===== config.mk =====
export PLATFORM = sky130hd
export DESIGN_NAME = array_decoder_seq
export DESIGN_NICKNAME = d
export VERILOG_FILES = /design/src/rtl/array_decoder_pkg.sv /design/src/rtl/array_decoder_seq_pulse_timer.sv /design/src/rtl/array_decoder_seq.sv
export SDC_FILE = /design/constraint.sdc
export NUM_CORES = 1
export LEC_CHECK = 0
export ABC_CLOCK_PERIOD_IN_PS = 3700
export CAP_MARGIN = 25
export CORE_ASPECT_RATIO = 1.1
export CORE_MARGIN = 2
export CORE_UTILIZATION = 55
export DETAILED_ROUTE_END_ITERATION = 8
export GPL_TIMING_DRIVEN = 0
export HOLD_SLACK_MARGIN = 0.06
export PLACE_DENSITY = 0.94
export SYNTH_ARGS = -nofsm -noshare
export SYNTH_HDL_FRONTEND = slang
export SYNTH_SLANG_ARGS = --single-unit

===== constraint.sdc =====
create_clock -name clk -period 3.7 [get_ports clk]
set_input_delay 0.74 -clock clk [delete_from_list [all_inputs] [get_ports clk]]
set_output_delay 0.74 -clock clk [all_outputs]
set_load 0.01 [all_outputs]

===== src/rtl/array_decoder_pkg.sv =====
// Shared definitions for the array column decoder: FSM state codes, bit
// positions of the control flags inside a per-array word, and a helper that
// assembles one control word.
package array_decoder_pkg;

    // Sequencer states
    localparam logic [1:0] IDLE  = 2'd0;
    localparam logic [1:0] SETUP = 2'd1;
    localparam logic [1:0] PULSE = 2'd2;
    localparam logic [1:0] RELAX = 2'd3;

    // Control-flag offsets above the column field (word bit = NWORD + offset)
    localparam int SEL_B   = 3;
    localparam int CBLEN_B = 2;
    localparam int CBL_B   = 1;
    localparam int CSL_B   = 0;

    // Widest word the helper can build; callers size-cast the result down
    localparam int LC_MAX_W  = 36;
    localparam int COL_MAX_W = LC_MAX_W - 4;

    // Assemble {sel, cblen, cbl, csl, col} for a column field nword bits wide.
    // col must be zero-extended by the caller so the flag bits land cleanly.
    function automatic logic [LC_MAX_W-1:0] build_lc(
        input logic                 sel,
        input logic                 cblen,
        input logic                 cbl,
        input logic                 csl,
        input logic [COL_MAX_W-1:0] col,
        input int                   nword
    );
        logic [LC_MAX_W-1:0] w;
        w = {4'b0000, col};
        w[nword + SEL_B]   = sel;
        w[nword + CBLEN_B] = cblen;
        w[nword + CBL_B]   = cbl;
        w[nword + CSL_B]   = csl;
        return w;
    endfunction

endpackage


===== src/rtl/array_decoder_seq_pulse_timer.sv =====
// Loadable down counter timing the SETUP and PULSE phases. expire is high
// while the count is at its last cycle (1); the counter never wraps.
module pulse_timer #(
    parameter int PW_W = 8
) (
    input  logic            clk,
    input  logic            rst,
    input  logic            load,
    input  logic            en,
    input  logic [PW_W-1:0] load_val,
    output logic            expire
);

    logic [PW_W-1:0] count;

    // Load has priority; decrement only while above 1 so the count parks there
    always_ff @(posedge clk or posedge rst) begin
        // NOTE: sequential state uses non-blocking assignments so every
        // register samples pre-edge values, independent of block ordering.
        if (rst) begin
            count <= '0;
        end else if (load) begin
            count <= load_val;
        end else if (en && (count > PW_W'(1))) begin
            count <= count - PW_W'(1);
        end
    end

    assign expire = (count <= PW_W'(1));

endmodule


===== src/rtl/array_decoder_seq.sv =====
// Column decoder/sequencer for the memristor likelihood arrays. Accepts one
// command at a time, selects one array (or all on broadcast) and walks the
// selected control words through SETUP, PULSE and RELAX before parking them.
module array_decoder_seq
    import array_decoder_pkg::*;
#(
    parameter int NWORD     = 3,
    parameter int NARRAY    = 2,
    parameter int N         = NWORD + NARRAY,
    parameter int PW_W      = 8,
    parameter int SETUP_CYC = 1
) (
    input  logic                                  clk,
    input  logic                                  rst,
    input  logic                                  cmd_valid,
    output logic                                  cmd_ready,
    input  logic [N-1:0]                          cmd_adr,
    input  logic                                  cmd_bcast,
    input  logic                                  cmd_cbl,
    input  logic                                  cmd_cblen,
    input  logic                                  cmd_csl,
    input  logic [PW_W-1:0]                       cmd_pw,
    input  logic                                  read_out,
    output logic                                  busy,
    output logic                                  done,
    output logic [(2**NARRAY)-1:0][NWORD+3:0]     reg_lcs
);

    localparam int NA   = 2**NARRAY;
    localparam int LC_W = NWORD + 4;

    logic [1:0]                 state, state_n;
    logic                       done_n;
    logic                       accept;

    // Command fields latched at accept
    logic [NA-1:0]              sel_mask;
    logic [NWORD-1:0]           col_q;
    logic                       cbl_q, cblen_q, csl_q;
    logic [PW_W-1:0]            pw_q;

    // Incoming command, decoded
    logic [NA-1:0]              mask_in;
    logic [PW_W-1:0]            pw_eff_in;

    // Fields that apply to the next cycle's words
    logic [NA-1:0]              mask_n;
    logic [NWORD-1:0]           col_n;
    logic                       cbl_n, cblen_n, csl_n;
    logic [3:0]                 ctl_n;
    logic [NA-1:0][LC_W-1:0]    lc_n;

    logic                       timer_load, timer_en, timer_expire;
    logic [PW_W-1:0]            timer_val;

    assign cmd_ready = (state == IDLE) && !read_out && !rst;
    assign accept    = cmd_valid && cmd_ready;
    assign busy      = (state != IDLE);
    assign mask_in   = cmd_bcast ? {NA{1'b1}} : (NA'(1) << cmd_adr[N-1:NWORD]);
    assign pw_eff_in = (cmd_pw == '0) ? PW_W'(1) : cmd_pw;

    pulse_timer #(
        .PW_W     (PW_W)
    ) u_timer (
        .clk      (clk),
        .rst      (rst),
        .load     (timer_load),
        .en       (timer_en),
        .load_val (timer_val),
        .expire   (timer_expire)
    );

    // Phase sequencing and timer control; read_out overrides everything
    always_comb begin
        // NOTE: every combinational output gets a default first so no path
        // leaves it unassigned and infers a latch.
        state_n    = state;
        done_n     = 1'b0;
        timer_load = 1'b0;
        timer_en   = 1'b0;
        timer_val  = '0;
        case (state)
            IDLE: begin
                if (accept) begin
                    state_n    = SETUP;
                    timer_load = 1'b1;
                    timer_val  = PW_W'(SETUP_CYC);
                end
            end
            SETUP: begin
                if (timer_expire) begin
                    state_n    = PULSE;
                    timer_load = 1'b1;
                    timer_val  = pw_q;
                end else begin
                    timer_en   = 1'b1;
                end
            end
            PULSE: begin
                if (timer_expire) state_n = RELAX;
                else              timer_en = 1'b1;
            end
            default: begin
                state_n = IDLE;
                done_n  = 1'b1;
            end
        endcase
        if (read_out) begin
            state_n    = IDLE;
            done_n     = 1'b0;
            timer_load = 1'b0;
            timer_en   = 1'b0;
        end
    end

    // Next control words: selected arrays follow the phase, others keep col
    always_comb begin
        mask_n  = accept ? mask_in              : sel_mask;
        col_n   = accept ? cmd_adr[NWORD-1:0]   : col_q;
        cbl_n   = accept ? cmd_cbl              : cbl_q;
        cblen_n = accept ? cmd_cblen            : cblen_q;
        csl_n   = accept ? cmd_csl              : csl_q;
        ctl_n   = 4'b1000;
        case (state_n)
            SETUP:   ctl_n = {1'b1, cblen_n, 1'b0,  csl_n};
            PULSE:   ctl_n = {1'b1, cblen_n, cbl_n, csl_n};
            RELAX:   ctl_n = {1'b1, cblen_n, 1'b0,  csl_n};
            default: ctl_n = 4'b1000;
        endcase
        for (int i = 0; i < NA; i++) begin
            if (mask_n[i]) begin
                lc_n[i] = LC_W'(build_lc(ctl_n[SEL_B], ctl_n[CBLEN_B], ctl_n[CBL_B],
                                         ctl_n[CSL_B], COL_MAX_W'(col_n), NWORD));
            end else begin
                lc_n[i] = {4'b0000, reg_lcs[i][NWORD-1:0]};
            end
        end
    end

    // State, latched command and the registered per-array output words
    always_ff @(posedge clk or posedge rst) begin
        // NOTE: the output word array is a small register bank, not a RAM,
        // and must read as zero out of reset, so it is reset like any flop.
        if (rst) begin
            state    <= IDLE;
            done     <= 1'b0;
            sel_mask <= '0;
            col_q    <= '0;
            cbl_q    <= 1'b0;
            cblen_q  <= 1'b0;
            csl_q    <= 1'b0;
            pw_q     <= '0;
            reg_lcs  <= '0;
        end else begin
            state <= state_n;
            done  <= done_n;
            if (accept) begin
                sel_mask <= mask_in;
                col_q    <= cmd_adr[NWORD-1:0];
                cbl_q    <= cmd_cbl;
                cblen_q  <= cmd_cblen;
                csl_q    <= cmd_csl;
                pw_q     <= pw_eff_in;
            end
            if (read_out) begin
                reg_lcs <= '0;
            end else if (accept || (state != IDLE)) begin
                reg_lcs <= lc_n;
            end
        end
    end

endmodule


Yosys cells after proc, flatten, opt, wreduce, memory -nomap -nowiden

Index checks and enable logic that the tools add are counted.

Bits in registers: 57
Output and inout port bits: 31
Word-level logic and storage cells: 82
Input bits: 21

Reduce and logical (&&, ||, !) cells: 23
Muxes and demuxes: 33
Eq/ne operators: 5
Shift-type cells: 1
Magnitude comparators: 2
Add/sub/neg operators: 1

Operators by type and width:

| cell                                                                            | number |
|---|---|
| 28-bit two-way mux                                                              | 2 |
| 8-bit two-way mux                                                               | 4 |
| 7-bit two-way mux                                                               | 4 |
| 8-bit case mux with 2 select lines                                              | 1 |
| 2-bit nonzero test                                                              | 7 |
| 1-bit two-way mux                                                               | 12 |
| 8-bit by 1-bit greater-than comparator with 1-bit output, second input constant | 1 |
| 8-bit by 1-bit <= comparator with 1-bit output, second input constant           | 1 |
| 8-bit logical NOT                                                               | 1 |
| 2-bit two-way mux                                                               | 4 |
| 4-bit two-way mux                                                               | 2 |
| 2-bit AND reduction                                                             | 4 |
| 8-bit by 1-bit subtractor with 8-bit output, second input constant              | 1 |
| 2-bit == test, second input constant                                            | 3 |
| 2-bit case mux with 3 select lines                                              | 1 |
| 3-bit case mux with 2 select lines                                              | 1 |
| 2-bit by 1-bit == test with 1-bit output, second input constant                 | 2 |
| 1-bit logical AND                                                               | 4 |
| 2-bit OR reduction                                                              | 2 |
| 1-bit by 2-bit left shift with 4-bit output, first input constant               | 1 |
| 3-bit two-way mux                                                               | 1 |
| 3-bit OR reduction                                                              | 1 |
| 1-bit logical NOT                                                               | 2 |
| 2-bit logical NOT                                                               | 1 |
| other kinds (2)                                                                 | 2 |

Logic depth before layout (Yosys ltp)

Gate-level depths: netlist of the first run.

Depth after elaboration: 13
Mapped depth: 9
Depth with buffers taken out: 7

Hierarchy

From an unflattened synthesis of the first run, not the netlist that was laid out.

Cells, all modules: 269
Area, all modules: 2708.8 sq um

By module, submodules not included:

| module            | times used | area an instance (sq um) | cells each | seq. area each (sq um) |
|---|---|---|---|---|
| array_decoder_seq | 1          | 2172.1                   | 212        | 1226.2 |
| pulse_timer       | 1          | 536.8                    | 57         | 200.2 |

Worst setup path before layout of the first run

OpenSTA, ideal clock, no wires.

Path kind: input to register
Start point: input rst
End point: register reg_lcs[10] in the netlist's numbering
Arrival: 3141 ps
Stages: 5
Buffers on the path: 0
Data required time: 3578 ps
Library setup time: 122 ps
Slack: 437 ps
Path through: inv_1 > a31oi_1 > a211oi_4 > o2111ai_2 > a32o_1

Word-level cells in the longest chain between the ends: 12
Elaborated cells on any way between the ends: 18
Those cells by class: 3 x eq/ne; 9 x mux; 6 x reduce/logical

RTL lines:

| element                                                                   | line                     | text |
|---|---|---|
| from (decl)                                                               | array_decoder_seq.sv:14  | `input logic rst,` |
| 1-bit logical NOT (no line) (*)                                           | n/a                      |  |
| 1-bit logical AND (*)                                                     | array_decoder_seq.sv:56  | `assign cmd_ready = (state == IDLE) && !read_out && !rst;` |
| 1-bit logical AND (*)                                                     | array_decoder_seq.sv:57  | `assign accept = cmd_valid && cmd_ready;` |
| 2-bit two-way mux                                                         | array_decoder_seq.sv:84  | `if (accept) begin` |
| 2-bit case mux with 3 select lines                                        | array_decoder_seq.sv:82  | `case (state)` |
| 2-bit two-way mux                                                         | array_decoder_seq.sv:108 | `if (read_out) begin` |
| 2-bit == test or 2-bit by 1-bit == test with 1-bit output (tied branches) | array_decoder_seq.sv:124 | `case (state_n)` |
| 2-bit OR reduction (no line)                                              | n/a                      |  |
| 3-bit case mux with 2 select lines                                        | array_decoder_seq.sv:124 |  |
| 7-bit two-way mux                                                         | array_decoder_seq.sv:131 | `if (mask_n[i]) begin` |
| 28-bit two-way mux                                                        | array_decoder_seq.sv:167 | `end else if (accept \|\| (state != IDLE)) begin` |
| 28-bit two-way mux                                                        | array_decoder_seq.sv:165 | `if (read_out) begin` |
| to (signal assigned)                                                      | array_decoder_seq.sv:168 | `reg_lcs <= lc_n;` |
| to (decl)                                                                 | array_decoder_seq.sv:26  | `output logic [(2**NARRAY)-1:0][NWORD+3:0] reg_lcs` |

Mark *: on every way between the ends. The rest lies on a longest branch, timed or not. The select of a mux whose other input is x is not followed.
A chain may end at the register's enable or synchronous reset.

Final worst setup path of the first run

Start point: input read_out
End point: output cmd_ready

Word-level cells in the longest chain between the ends: 3

RTL lines:

| element                        | line                    | text |
|---|---|---|
| from (decl)                    | array_decoder_seq.sv:23 | `input logic read_out,` |
| 1-bit logical NOT              | array_decoder_seq.sv:56 |  |
| 1-bit logical AND (2 in a row) | array_decoder_seq.sv:56 |  |
| to (decl)                      | array_decoder_seq.sv:16 | `output logic cmd_ready,` |

Every way passes these cells.

==> results.py, run 1 <==
metrics = {
    "drt": {
        "route.detailed.drc": 0,
        "drt_iter0_markers": 154,
        "vias": 2246,
        "wl_per_cell_um": 16.9,
        "drt_wl_total_um": 6510,
        "ant_nets": 0,
        "via_per_inst": 5.82,
        "drt_first_pass_iters": 4,
    },
    "cts": {
        "numCtsBuffers": 9,
        "cts_max_path_buffers": 2,
        "htreeDepth": 3,
        "hold_buffers": 0,
        "clock_latency_ns": 0.34,
        "root_buffer": "clkbuf_8",
        "cts_tree": "built",
        "path_clk_slew_ns": 0.06,
        "postCtsSetupRepairBufs": 0,
        "cts.sinks": 57,
        "cts_resized": 0,
    },
    "logic_synthesis": {
        "synthesis.nets": 290,
        "ys_types": 40,
        "yosysSeqAreaShare_pct": 53.9,
        "synthesis.area_um2": 2650,
        "syn_avg_cell_area_um2": 10.1,
        "ys_warn_count": 0,
        "ys.flop_type": "dfrtp_1",
        "netlist_instances": 262,
        "ys_ff_latch": 57,
        "async_reset_ff_share_pct": 100,
        "synth-edff-count": 0,
    },
    "critical_path": {
        "crit_chain": "clkdlybuf4s50_1 > clkbuf_1 > nor3_1 > clkdlybuf4s50_1",
        "crit_cells": 4,
        "rr_worst_depth": 9,
        "crit_required_ns": 2.96,
        "crit_path_end_kind": "output port",
        "r2r_slack_ns": 1.34,
        "path_class": "in -> out",
        "cp_slowest_stage_delay_ns": 0.64,
        "cp-start-kind": "primary input",
        "worstSetupStartpoint": "read_out",
        "worstPathMaxFanout": 10,
        "cp_slowest_cell": "clkdlybuf4s50_1",
        "timing.rr.end": "reg_lcs[17]",
        "crit_family": "buffers and inverters",
        "endpoint": "cmd_ready",
        "cpMostUsedCell": "clkdlybuf4s50_1",
        "cp_data_arrival_time_ns": 2.47,
        "worst-path-buf-inv": 3,
        "rr_startpoint": "state[0]",
    },
    "global_route": {
        "grt_max_degree": 42,
        "grt_pass1_vias": 2361,
        "globalRouteTotalUtil_pct": 26.7,
        "grt_pass1_wl_um": 11200,
        "antenna_found_initial": 0,
        "grt_overflow": 0,
    },
    "timing": {
        "finalSetupTns_ns": 0,
        "clock_skew_ns": 0.00398,
        "whs_ns": 0.478,
        "rsz0062_at_grt": "no",
        "finalHoldViolCount": 0,
        "slew_headroom_pct": 55.8,
        "period_minus_slack_ns": 3.21,
        "worst_pin_slew_ns": 0.659,
        "finalCritPeriodShare_pct": 86.8,
        "drv_slew": 0,
        "setup_viol": 0,
        "max_freq_mhz": 311,
    },
    "power": {
        "clock_power_share_pct": 26.4,
        "internal_power_mw": 1.58,
        "p_per_area_nw_per_um2": 718,
        "p_sw_share_pct": 36.7,
        "pwr-share-seq_pct": 37.0,
        "ir_drop_mv": 0.441,
        "p_sw_mw": 0.916,
        "combPwrFrac_pct": 36.6,
        "power.leakage_nw": 1.59,
    },
    "die": {
        "die_height_um": 76.8,
        "design.die.area_um2": 5390,
        "row_count": 26,
        "io_pins": 52,
        "core_um2": 4650,
        "start_util_pct": 56.9,
        "fp.dieW_um": 70.2,
    },
    "layout": {
        "final_nets": 353,
        "final_area_um2": 3480,
        "drive_gt1_share_pct": 10.0,
        "seq_area_um2": 1430,
        "area_growth_pct": 31.3,
        "num-fill-cells": 299,
        "multi_input_area_um2": 1150,
        "diodes": 0,
        "instances_no_fill": 386,
    },
    "worst_hold_path": {
        "holdPathStages": 2,
        "hp-class": "reg -> reg",
    },
    "placed_design": {
        "placed_cell_area_um2": 3250,
        "gp_congestion": 0.796,
        "dpl.cell_count": 370,
        "hpwl_um": 4410,
        "place.port_buffers": 51,
    },
    "run": {
        "cap_violations": 0,
    },
    "outcome": {
        "run_status": "complete, no violations",
    },
}
## cell usage after synthesis (2+ instances only)
cell / n / share of area [%]
nand2_1: 62 / 8.8
dfrtp_1: 57 / 54
o21ai_0: 22 / 4.2
a32o_1: 12 / 4.5
nand3_1: 11 / 2.1
nor2_1: 11 / 1.6
inv_1: 10 / 1.4
a21oi_1: 9 / 1.7
ha_1: 7 / 3.3
nor2b_1: 7 / 1.7
and2_1: 5 / 1.2
clkbuf_1: 4 / 0.57
mux2i_1: 4 / 1.5
nor3_1: 4 / 0.76
a21o_1: 3 / 0.85
buf_2: 3 / 0.57
xor2_1: 3 / 0.99
a211oi_1: 2 / 0.57
nor4_1: 2 / 0.47
o21ai_1: 2 / 0.38
or2_2: 2 / 0.47
xnor2_1: 2 / 0.66
## kinds of logic (layout without fill, tap and decap cells)
family / after synthesis / after routing / share of synthesized area, %
AO/OA/AOI/OAI: 60 / 60 / 17.0
XOR/XNOR: 5 / 5 / 1.65
adder cells (fa/ha/maj): 7 / 7 / 3.31
buffers and inverters: 17 / 85 / 2.55
flip-flops: 57 / 57 / 53.9
multiplexers: 4 / 4 / 1.51
AND/OR/NAND/NOR: 112 / 112 / 20.1
## worst reg2reg max path: cells and delay by family (launching register included)
kind	cells	cell delay (ns)
AO/OA/AOI/OAI	2	0.48
adder cells (fa/ha/maj)	1	0.19
buffers and inverters	3	0.47
flip-flops	1	0.46
AND/OR/NAND/NOR	3	0.65
## layout make-up
class                      count  area share [%]
buffer                         7           0.864
timing repair buffer          52            15.3
clock inverter                 5            2.23
multi-input combinational    188            33.2
clock buffer                  11            4.35
sequential                    57            41.0
tap                           56            2.02
inverter                      10            1.08
## power groups by stage
| stage | Sequential, mW | Clock, mW | Combinational [mW] |
|---|---|---|---|
| floorplan | 0.918 | 0 | 0.565 |
| global placement | 0.912 | 0 | 0.848 |
| detailed placement | 0.921 | 0 | 0.886 |
| CTS | 0.918 | 0.670 | 0.904 |
| global route | 0.943 | 0.703 | 1.00 |
| finish | 0.923 | 0.661 | 0.914 |
## worst min-delay path by stage
stage	from	endpoint	slack (ns)
4_1_cts	csl_q	csl_q	0.48
2_1_floorplan	cblen_q	cblen_q	0.43
3_5_place_dp	csl_q	csl_q	0.46
3_3_place_gp	csl_q	csl_q	0.45
5_1_grt	reg_lcs[13]	reg_lcs[13]	0.50
6_report	csl_q	csl_q	0.48
## metal layers
metal  up-vias  part of all wire [%]  GRT usage (%)
met5         -                     0              0
met1      1101                    41           33.1
li1       1042                     -              -
met4         0                   2.4           16.2
met2        85                    51           43.0
met3        18                   5.5           5.52
## registers in the layout (all words and copies together) (netlist names)
name           flops
done               1
sel_mask           4
csl_q              1
pw_q               8
col_q              3
cblen_q            1
u_timer.count      8
state              2
reg_lcs           28
cbl_q              1
## cell usage in the layout, fill, tap and decap left out, drive strengths merged, types with 3 or more instances in the layout
| cell | instances |
|---|---|
| and2 | 5 |
| dfrtp | 57 |
| a21o | 3 |
| nor4 | 3 |
| a211oi | 3 |
| buf | 4 |
| nand3 | 11 |
| nor2b | 7 |
| a21oi | 9 |
| clkbuf | 15 |
| clkdlybuf4s50 | 51 |
| o21ai | 25 |
| nand2 | 62 |
| inv | 10 |
| mux2i | 4 |
| nor2 | 11 |
| nor3 | 4 |
| a32o | 12 |
| ha | 7 |
| xor2 | 3 |
| or2 | 3 |
## per-stage QoR
| step | utilization, % | setup WS (ns) | power [mW] |
|---|---|---|---|
| after CTS | 74.7 | 0.522 | 2.49 |
| final | 74.7 | 0.487 | 2.50 |
| after global placement | 69.4 | -0.583 | 1.76 |
| after detailed placement | 69.8 | 0.552 | 1.81 |
| after global routing | 74.7 | 0.389 | 2.65 |
| after floorplan | - | 0.437 | 1.48 |
(Power assumes the default switching activity.)
==> inputs of run 2 (changes only) <==
Settings changed: ABC_AREA set to 1, PLACE_DENSITY 0.94 to 0.93.
==> results.py, run 2 <==
metrics = {
    "power": {
        "ir_drop_mv": 0.401,
        "p_per_area_nw_per_um2": 565,
        "power.leakage_nw": 1.90,
    },
    "placed_design": {
        "dp_slack_ns": 0.631,
        "place.port_buffers": 51,
        "gp_congestion": 0.966,
        "hpwl_um": 4870,
    },
    "layout": {
        "largest_reg_flops": 28,
        "drive_gt1_share_pct": 12.6,
        "postLayoutCoreUtil_pct": 73.6,
        "num-fill-cells": 346,
        "seq_area_um2": 1430,
        "final_nets": 419,
        "diodes": 0,
        "final_common_cell": "nand2_1",
        "area_growth_pct": 28.6,
        "reg.largest.list": "reg_lcs (28), pw_q (8), u_timer.count (8)",
        "largest-register": "reg_lcs",
        "multi_input_area_um2": 1260,
        "final_cell_mix": "nand2_1, dfrtp_1, clkdlybuf4s50_1",
    },
    "timing": {
        "setup_viol": 0,
        "rsz0062_at_grt": "no",
        "period_minus_slack_ns": 3.09,
        "worst_pin_slew_ns": 0.571,
        "max_freq_mhz": 323,
        "slew_headroom_pct": 61.9,
        "finalSetupTns_ns": 0,
        "whs_ns": 0.480,
        "finalCritPeriodShare_pct": 83.6,
        "setup_ws_ns": 0.608,
        "drv_slew": 0,
        "finalHoldViolCount": 0,
        "clock_skew_ns": 0.0121,
    },
    "global_route": {
        "grt_pass1_vias": 2588,
        "grt_max_degree": 33,
        "globalRouteTotalUtil_pct": 27.4,
        "grt_overflow": 0,
        "grt_pass1_wl_um": 12100,
        "antenna_found_initial": 0,
    },
    "logic_synthesis": {
        "netlist_instances": 328,
        "async_reset_ff_share_pct": 100,
        "synthesis.area_um2": 2880,
        "netlist.area_leader.share_pct": 49.5,
        "synth_area_leaders": "dfrtp_1, nand2_1, nand3_1",
        "ys.flop_type": "dfrtp_1",
        "synthesis.nets": 356,
        "syn_avg_cell_area_um2": 8.78,
        "ys_types": 31,
        "ys_warn_count": 0,
        "synth-edff-count": 0,
        "synth.most_common_cell": "nand2_1",
        "yosysTopAreaCell": "dfrtp_1",
        "synthTopCellsByCount": "nand2_1, dfrtp_1, nand3_1",
        "ys_ff_latch": 57,
        "yosysSeqAreaShare_pct": 49.5,
    },
    "critical_path": {
        "timing.rr.end": "reg_lcs[18]",
        "cp_data_arrival_time_ns": 2.35,
        "crit_required_ns": 2.96,
        "rr_startpoint": "state[0]",
        "crit_path_end_kind": "output port",
        "r2r_slack_ns": 1.69,
        "path_class": "in -> out",
        "rr_worst_depth": 9,
        "worstPathMaxFanout": 10,
        "cp-start-kind": "primary input",
    },
    "die": {
        "start_util_pct": 57.2,
        "die_height_um": 79.9,
        "io_pins": 52,
        "row_count": 27,
        "fp.dieW_um": 73.0,
        "design.die.area_um2": 5830,
        "core_um2": 5030,
    },
    "drt": {
        "wl_per_cell_um": 16.0,
        "drt_iter0_markers": 185,
        "route.detailed.drc": 0,
        "drt_first_pass_iters": 5,
        "ant_nets": 0,
        "vias": 2553,
        "drt_wl_total_um": 7250,
        "via_per_inst": 5.62,
    },
    "cts": {
        "cts.sinks": 57,
        "htreeDepth": 3,
        "cts_max_path_buffers": 2,
        "root_buffer": "clkbuf_8",
        "clock_latency_ns": 0.35,
        "hold_buffers": 0,
        "path_clk_slew_ns": 0.06,
        "numCtsBuffers": 9,
        "postCtsSetupRepairBufs": 0,
        "cts_tree": "built",
        "cts_resized": 0,
    },
    "worst_hold_path": {
        "worstHoldStart": "reg_lcs[17]",
        "hp-class": "reg -> reg",
        "holdPathStages": 2,
        "hold_path_end": "reg_lcs[17]",
    },
    "run": {
        "cap_violations": 0,
    },
    "outcome": {
        "run_status": "complete, no violations",
    },
}
## run 2: how the worst max path moves through the flow
stage                  start           to
floorplan                rst        cbl_q
global placement         rst  reg_lcs[10]
detailed placement  read_out    cmd_ready
CTS                 read_out    cmd_ready
global route        read_out    cmd_ready
finish              read_out    cmd_ready
## run 2: where the power goes
| group | switching [mW] | total, mW | internal (mW) |
|---|---|---|---|
| clock | 0.259 | 0.655 | 0.396 |
| sequential | 0.0829 | 0.819 | 0.737 |
| combinational | 0.377 | 0.616 | 0.239 |
## run 2: kinds of logic (layout without fill, tap and decap cells)
| kind of cell | after synthesis | in the layout | share of synthesized area (%) |
|---|---|---|---|
| simple gates | 180 | 180 | 30.9 |
| flops | 57 | 57 | 49.5 |
| buf+inv | 41 | 109 | 6.69 |
| compound gates | 38 | 38 | 8.34 |
| fa+ha+maj | 7 | 7 | 3.04 |
| xor+xnor | 5 | 5 | 1.52 |
## run 2: critical path, stage by stage
cell	delay (ns)
clkdlybuf4s50_1	0.55
buf_4	0.29
nor3_1	0.21
clkdlybuf4s50_1	0.56
## run 2: per-stage QoR
step           total power, mW  area [um^2]  cells
3_3_place_gp              1.37         3460    437
3_5_place_dp              1.40         3480    438
4_1_cts                   2.08         3700    454
5_1_grt                   2.19         3700    454
2_1_floorplan             1.22         2880    328
6_report                  2.09         3700    454
## run 2: layer usage
metal,vias up,wire (um),GRT usage [%]
met4,0,220,10.7
li1,1173,-,-
met5,-,0,0
met3,29,542,8.33
met2,137,3600,44.5
met1,1214,2890,34.0
## run 2: final cells by class
type                            instances  share of cell area [%]
Timing Repair Buffer                   52                    14.3
Multi-Input combinational cell        230                    34.0
Buffer                                  7                    1.69
Sequential cell                        57                    38.5
Tap cell                               58                    1.96
Clock buffer                           11                    3.82
Inverter                               34                    3.51
Clock inverter                          5                    2.13
==> inputs of run 3 (changes only) <==
Settings changed: ABC_CLOCK_PERIOD_IN_PS 3700 to 2900, CORE_UTILIZATION 55 to 52, PLACE_DENSITY 0.93 to 0.89.
Clock period 3.7 ns to 2.9 ns, I/O delays scaled along.
==> results.py, run 3 (synthesis results as in run 2) <==
metrics = {
    "layout": {
        "num-fill-cells": 373,
        "drive_gt1_share_pct": 12.4,
        "reg.largest.list": "reg_lcs (28), pw_q (8), u_timer.count (8)",
        "final_cell_mix": "nand2_1, dfrtp_1, clkdlybuf4s50_1",
        "largest-register": "reg_lcs",
        "multi_input_area_um2": 1260,
        "final_common_cell": "nand2_1",
        "seq_area_um2": 1430,
        "final_nets": 419,
        "area_growth_pct": 28.5,
        "postLayoutCoreUtil_pct": 69.0,
        "largest_reg_flops": 28,
        "diodes": 0,
        "final_area_um2": 3700,
    },
    "timing": {
        "slew_headroom_pct": 57.8,
        "setup_viol": 0,
        "rsz0062_at_grt": "no",
        "finalSetupTns_ns": 0,
        "finalHoldViolCount": 0,
        "period_minus_slack_ns": 2.77,
        "drv_slew": 0,
        "whs_ns": 0.484,
        "setup_ws_ns": 0.130,
        "worst_pin_slew_ns": 0.632,
        "max_freq_mhz": 361,
        "finalCritPeriodShare_pct": 95.5,
        "clock_skew_ns": 0.00716,
    },
    "placed_design": {
        "hpwl_um": 4720,
        "placed_cell_area_um2": 3500,
        "gp_congestion": 0.853,
        "place.port_buffers": 51,
        "dp_slack_ns": 0.138,
    },
    "cts": {
        "root_buffer": "clkbuf_8",
        "cts_max_path_buffers": 2,
        "cts_resized": 0,
        "hold_buffers": 0,
        "postCtsSetupRepairBufs": 0,
        "path_clk_slew_ns": 0.06,
        "clock_latency_ns": 0.33,
        "numCtsBuffers": 9,
        "cts.sinks": 57,
        "htreeDepth": 3,
        "cts_tree": "built",
    },
    "die": {
        "die_height_um": 82.0,
        "io_pins": 52,
        "start_util_pct": 53.7,
        "core_um2": 5360,
        "design.die.area_um2": 6150,
        "row_count": 28,
        "fp.dieW_um": 74.9,
    },
    "global_route": {
        "grt_max_degree": 30,
        "antenna_found_initial": 0,
        "grt_pass1_wl_um": 11200,
        "globalRouteTotalUtil_pct": 24.3,
        "grt_pass1_vias": 2458,
        "grt_overflow": 0,
    },
    "worst_hold_path": {
        "hp-class": "reg -> reg",
        "worstHoldStart": "pw_q[6]",
    },
    "critical_path": {
        "crit_required_ns": 2.32,
        "cp_data_arrival_time_ns": 2.19,
        "cp-start-kind": "primary input",
        "worstSetupStartpoint": "read_out",
        "worstPathMaxFanout": 10,
        "path_class": "in -> out",
        "crit_path_end_kind": "output port",
        "rr_startpoint": "state[0]",
    },
    "power": {
        "power.leakage_nw": 1.88,
        "p_per_area_nw_per_um2": 682,
        "ir_drop_mv": 0.395,
    },
    "drt": {
        "drt_iter0_markers": 210,
        "wl_per_cell_um": 13.7,
        "drt_wl_total_um": 6450,
        "drt_first_pass_iters": 4,
        "ant_nets": 0,
        "via_per_inst": 5.17,
        "vias": 2428,
        "route.detailed.drc": 0,
    },
    "outcome": {
        "run_status": "complete, no violations",
    },
    "run": {
        "cap_violations": 0,
    },
}
==> run 3: changes by cell type in the layout (fill, tap and decap cells not counted), sizes merged <==
cell,delta
clkbuf,+1
clkinv,-1
bufinv,-1
==> run 3: layout make-up <==
type                    instances  share of cell area (%)
plain buffers                   7                    1.69
clock buffers                  12                    4.19
clock inverters                 3                    1.08
multi-input cells             230                    34.1
repair buffers                 52                    14.3
inverters                      34                    3.52
well taps                      75                    2.54
flip-flops and latches         57                    38.6
==> run 3: path summary, 6_finish.rpt <==
path | to | slack (ns) | cells past startpoint
setup / recovery | cmd_ready | 0.13 | 4
hold / removal | pw_q[6] | 0.48 | 2
max in group asynchronous | u_timer.count[5] | 1.59 | 3
setup reg to reg | reg_lcs[25] | 0.93 | 9
min in group asynchronous | sel_mask[2] | 0.73 | 2
hold reg to reg | pw_q[6] | 0.48 | 2
==> run 3: worst max-delay path: stages <==
cell             delay, ns
clkdlybuf4s50_1       0.55
buf_4                 0.30
nor3_1                0.20
clkdlybuf4s50_1       0.56
==> run 3: metal layers <==
layer	track usage (%)	vias to the layer above	share of wire [%]	routed length, um
met3	6.13	12	4.3	279
met2	38.5	73	50	3200
li1	-	1169	-	-
met4	9.11	0	2.1	135
met5	0	-	0	0
met1	31.9	1174	44	2840
==> run 3: through the flow <==
| step | power, mW | std cells |
|---|---|---|
| 2_1_floorplan | 1.56 | 328 |
| 3_3_place_gp | 1.75 | 454 |
| 3_5_place_dp | 1.79 | 455 |
| 4_1_cts | 2.53 | 470 |
| 5_1_grt | 2.67 | 470 |
| 6_report | 2.52 | 470 |
==> run 3: power breakdown <==
| group | switching [mW] | internal, mW |
|---|---|---|
| sequential | 0.0971 | 0.940 |
| combinational | 0.442 | 0.305 |
| clock | 0.300 | 0.436 |
| total | 0.839 | 1.68 |
